## config.mk

```make
export PLATFORM = sky130hd
export DESIGN_NAME = div_arbiter
export DESIGN_NICKNAME = d
export VERILOG_FILES = /design/src/rtl/div_arbiter_pkg.sv /design/src/rtl/div_arbiter_rr_arb2.sv /design/src/rtl/div_arbiter.sv
export SDC_FILE = /design/constraint.sdc
export NUM_CORES = 1
export LEC_CHECK = 0
export ABC_AREA = 1
export CAP_MARGIN = 20
export CORE_AREA = 2 2 133 135
export DETAILED_ROUTE_END_ITERATION = 10
export DIE_AREA = 0 0 135 137
export GPL_TIMING_DRIVEN = 1
export PLACE_DENSITY = 0.65
export SLEW_MARGIN = 20
export SYNTH_ARGS = -nofsm -noshare
export SYNTH_HDL_FRONTEND = slang
export SYNTH_SLANG_ARGS = --single-unit
```

## constraint.sdc

```tcl
create_clock -name clk -period 1.8 [get_ports clk]
set_clock_uncertainty 0.1 [all_clocks]
set_input_delay 0.27 -clock clk [delete_from_list [all_inputs] [get_ports clk]]
set_output_delay 0.27 -clock clk [all_outputs]
set_load 0.02 [all_outputs]
```

## src/rtl/div_arbiter_pkg.sv

```systemverilog
// div_arbiter_pkg: shared types and constants for the divider sequencing controller.
//   state_t : controller state (IDLE/RUN/HOLD)
//   NREQ    : number of requesters
//   DATA_W  : operand/result width
//   DIV_LAT : cycles from divider start to its complete pulse
package div_arbiter_pkg;

    typedef enum logic [1:0] {
        IDLE = 2'd0,
        RUN  = 2'd1,
        HOLD = 2'd2
    } state_t;

    localparam int NREQ    = 2;
    localparam int DATA_W  = 32;
    localparam int DIV_LAT = 17;

endpackage

```

## src/rtl/div_arbiter_rr_arb2.sv

```systemverilog
// rr_arb2: two-way round-robin grant, purely combinational.
//   req  : request vector
//   last : index of the most recently granted requester
//   gnt  : one-hot grant; on contention the requester other than last wins
module rr_arb2 (
    input  logic [1:0] req,
    input  logic       last,
    output logic [1:0] gnt
);

    assign gnt[0] = req[0] & (~req[1] | last);
    assign gnt[1] = req[1] & (~req[0] | ~last);

endmodule

```

## src/rtl/div_arbiter.sv

```systemverilog
// div_arbiter: round-robin sequencing of two requesters onto one iterative divider.
//   clk, resetn                          : clock (shared with divider), async active-low reset
//   req_valid/ready/signed, req_x/req_y  : request handshake and operands, {port1, port0}
//   flush                                : per-requester kill of its outstanding op
//   rsp_valid/ready, rsp_q/r/dbz         : registered result, one-hot to the owner
//   busy                                 : an op is in flight or being held
//   dv_div/signed/x/y, dv_cancel         : divider start (grant cycle only) and abort
//   dv_s/dv_r/dv_complete                : divider result, valid during complete
module div_arbiter
    import div_arbiter_pkg::*;
(
    input  logic                clk,
    input  logic                resetn,
    input  logic [NREQ-1:0]     req_valid,
    output logic [NREQ-1:0]     req_ready,
    input  logic [NREQ-1:0]     req_signed,
    input  logic [2*DATA_W-1:0] req_x,
    input  logic [2*DATA_W-1:0] req_y,
    input  logic [NREQ-1:0]     flush,
    output logic [NREQ-1:0]     rsp_valid,
    input  logic [NREQ-1:0]     rsp_ready,
    output logic [DATA_W-1:0]   rsp_q,
    output logic [DATA_W-1:0]   rsp_r,
    output logic                rsp_dbz,
    output logic                busy,
    output logic                dv_div,
    output logic                dv_signed,
    output logic [DATA_W-1:0]   dv_x,
    output logic [DATA_W-1:0]   dv_y,
    input  logic [DATA_W-1:0]   dv_s,
    input  logic [DATA_W-1:0]   dv_r,
    input  logic                dv_complete,
    output logic                dv_cancel
);

    state_t            state;
    logic              owner;
    logic              last;
    logic [NREQ-1:0]   gnt;
    logic [NREQ-1:0]   grant;
    logic              win;
    logic              start;
    logic [DATA_W-1:0] x_win;
    logic [DATA_W-1:0] y_win;

    // A requester being flushed must not be granted in the same cycle.
    rr_arb2 u_arb (
        .req  (req_valid & ~flush),
        .last (last),
        .gnt  (gnt)
    );

    assign grant     = (state == IDLE) ? gnt : '0;
    assign req_ready = grant;
    assign start     = |grant;
    assign win       = grant[1];
    assign x_win     = win ? req_x[2*DATA_W-1:DATA_W] : req_x[DATA_W-1:0];
    assign y_win     = win ? req_y[2*DATA_W-1:DATA_W] : req_y[DATA_W-1:0];

    // Divider operands are zeroed outside the grant cycle so nothing stale leaks out.
    assign dv_div    = start;
    assign dv_signed = start & req_signed[win];
    assign dv_x      = start ? x_win : '0;
    assign dv_y      = start ? y_win : '0;
    assign dv_cancel = (state == RUN) & flush[owner];
    assign busy      = state != IDLE;

    always_ff @(posedge clk or negedge resetn) begin
        if (!resetn) begin
            state     <= IDLE;
            owner     <= 1'b0;
            last      <= 1'b1;
            rsp_q     <= '0;
            rsp_r     <= '0;
            rsp_dbz   <= 1'b0;
            rsp_valid <= '0;
        end else begin
            case (state)
                IDLE: if (start) begin
                    state   <= RUN;
                    owner   <= win;
                    last    <= win;
                    rsp_dbz <= y_win == '0;
                end
                // Flush wins over a same-cycle complete: the result is discarded.
                RUN: if (flush[owner]) begin
                    state <= IDLE;
                end else if (dv_complete) begin
                    state     <= HOLD;
                    rsp_q     <= dv_s;
                    rsp_r     <= dv_r;
                    rsp_valid <= owner ? 2'b10 : 2'b01;
                end
                HOLD: if (rsp_ready[owner] | flush[owner]) begin
                    state     <= IDLE;
                    rsp_valid <= '0;
                end
                default: state <= IDLE;
            endcase
        end
    end

endmodule

```

==> run metrics <==
status=finished, violations left; failing checks=negative setup slack; Final min period=2267 ps; multiplexer share of the synthesized area=0.1894; worst hold path class=in -> async; clk root buf=clkbuf_16; H-Tree Depth=3; die area=approximately 18000 sq um; Initial DRT Pass Iterations=4; fraction of layout cells with a size suffix above 1=0.4000; initial core utilization=0.2417; setup TNS=-26540 ps; Synth Area in XOR/XNOR=0; CTS tree=yes; Req. time, crit path=roughly 1400 ps; WP data arrival=~1900 ps; Layout area overhead=139.8%; synth warn=0; overall power=between 10 and 15 mW; Clk Latency, worst-skew pair=~320 ps; Leak Pwr=~4.3 nW; Adder-Cell Fraction of Synth Area=0; Num CTS Buffers=9; Netlist Area Pre-Place=4123 sq um; Placement Rows=48; CTS Sinks=a little over 70; post-synthesis sequential area ratio=0.4313; Post-route DRC=0; Vias=a little under 5000; Routed WL per cell=roughly 17 microns; Net Count, Synth=682; crit path max fanout=5; critical path type=reg -> out; total congestion overflow=0; detailed-placement wirelength estimate=around 14000 microns; IO Pins=340; Post-Synth Simple-Gate Area=0.2285; synthesized flop and latch total=71; placed cell count=approximately 1100; fin nets=between 1000 and 1500; R2R cell count=16; worst relative slew slack=0.7073; final hold vios=0; RSZ-0062 raised after global routing=yes; Worst Setup End Kind=output pin; Die X-Extent=roughly 140 microns; Post-Syn Instances=approximately 480; VDD IR max=0.9325 mV; number of antenna violations at the first check in global routing=2; final design utilization=0.5797; GPL Wtd Cong=between 0.8 and 0.9; Worst-Margin Slew=between 400 and 500 ps; Routed Antenna Nets=0; critical path launch point type=flop; setup violators final=between 60 and 70; final worst path period share=1.259; Synth Area per Inst=8.607 sq um; final WL=~19000 microns; total track usage=0.1872; Slew Viols, Final=0; largest net degree at the start of global routing=35; Fmax=441.1 MHz; Clk pin slew, worst setup/hold paths=about 60 ps; Yosys cell types=26; vias in the first global route=around 5000; die height=~140 microns; complex-gate fraction of the synthesized area=0.07618; port bufs=339; drt via density=around 4.4; main combinational cell family by area after synthesis=simple AND/OR/NAND/NOR gates; initial drt markers=between 150 and 200; worst slack, placed=-907.8 ps; CTS max path bufs=2; power per standard cell area=about 1200 nW/um^2; Setup WS post-layout=-467.1 ps; Max-Cap Viols=0; Layout Cells excl Fill=roughly 1100; first-pass GRT wire length=26900 microns; Core Area=about 17000 sq um
[timing repair]
item                                    in CTS  in global routing
endpoints found under the setup margin     136                134
hold buffers                                 1                  0
cloned                                       2                 10
resized for setup                          447                 44
setup buffers                               16                  5
hold endpoints to repair                    31                  0
pin swaps                                   20                 30
[critical path, cell delays in order (launching register included)]
cell and delay (ps):
dfrtp_1 410, buf_6 140, inv_4 60, nand2_4 50, buf_6 120, nor2_4 120, buf_6 150, buf_12 110
nand3b_1 110, nand2_2 130, nor2_4 40, buf_6 120
[report_power, final]
group / switching [mW] / leakage [nW] / internal [mW] / total [mW]
combinational: 3.65 / 3.29 / 4.11 / 7.76
sequential: 0.414 / 0.856 / 2.39 / 2.81
clock: 0.686 / 0.132 / 0.931 / 1.62
[synthesized netlist by cell type]
library cell	count	share of area
nor3_1	1	0.0012
nand3_2	1	0.0024
mux2_4	16	0.058
o21ai_1	1	0.0012
mux2_2	48	0.13
nand3_4	2	0.0085
o22ai_1	2	0.0030
nor2_1	33	0.030
dfstp_2	1	0.0064
buf_4	1	0.0018
nand2_2	1	0.0015
inv_1	26	0.024
dfrtp_1	70	0.42
nand3b_1	9	0.016
o21ai_2	1	0.0021
nand3_1	13	0.016
buf_6	9	0.025
clkbuf_1	3	0.0027
nor2_2	1	0.0015
nor2_4	1	0.0027
nand2_1	163	0.15
o21ai_0	3	0.0036
a21oi_1	53	0.064
inv_2	4	0.0036
a21boi_1	1	0.0018
buf_2	15	0.018
[routing by layer]
layer | wire length (microns) | GRT usage | share of wire
met5 | 0 | 0 | 0
met4 | 515 | 0.06944 | 0.027
met3 | 1639 | 0.06296 | 0.087
met2 | 9487 | 0.3322 | 0.50
met1 | 7231 | 0.2082 | 0.38
[final cells by class]
class                      instances  area [sq um]
antenna                            2         5.005
clock buffer                       9         225.2
clock inverter                     7         47.55
fill                            1444          7169
inverter                          30         127.6
multi-input combinational        351          2836
sequential                        71          1778
tap                              225         281.5
timing repair buffer             432          4586
[layout by cell type (no fill, tap or decap), types with 2 or more instances in the layout]
master and n:
dfrtp_1 70, buf_4 51, nor2_2 4, o21ai_0 3
nand3_4 5, o22ai_1 2, buf_12 12, diode_2 2
nor2_4 17, nand3_2 6, nand2_4 4, a21oi_2 9
inv_4 3, mux2_4 16, nand3b_1 9, buf_16 3
clkdlybuf4s50_1 266, clkinvlp_4 2, nand2_2 19, inv_2 3
a21oi_4 43, buf_6 88, nand3_1 6, nor2_1 14
clkbuf_16 16, mux2_2 48, clkinv_2 3, inv_1 23
nand2_1 141
[kinds of logic (layout without fill, tap and decap cells)]
logic type / count (synthesis) / in the layout
AO/OA/AOI/OAI: 61 / 61
buffers and inverters: 58 / 478
flip-flops: 71 / 71
multiplexers: 64 / 64
other: 0 / 2
AND/OR/NAND/NOR: 225 / 226
[final timing paths]
check / slack (ps) / start / to
max: -470 / state[1] / dv_y[22]
min: 340 / resetn / rsp_q[29]
max reg2reg: -370 / state[1] / rsp_dbz
min reg2reg: 370 / rsp_dbz / rsp_dbz
max in group asynchronous: 750 / resetn / rsp_dbz
min in group clk: 370 / rsp_dbz / rsp_dbz
[per-stage QoR]
step	instance area, sq um	hold slack (ps)
detailed placement	8869	148.9
finish	9887	335.6
CTS	9537	331.9
global placement	8869	155.3
global route	9887	369.5
floorplan	4787	-125.6
[flip-flops by register name, summed over array words and instances (netlist names)]
register,count
owner,1
state,2
last,1
rsp_r,32
rsp_dbz,1
rsp_valid,2
rsp_q,32
(Power assumes the default switching activity.)
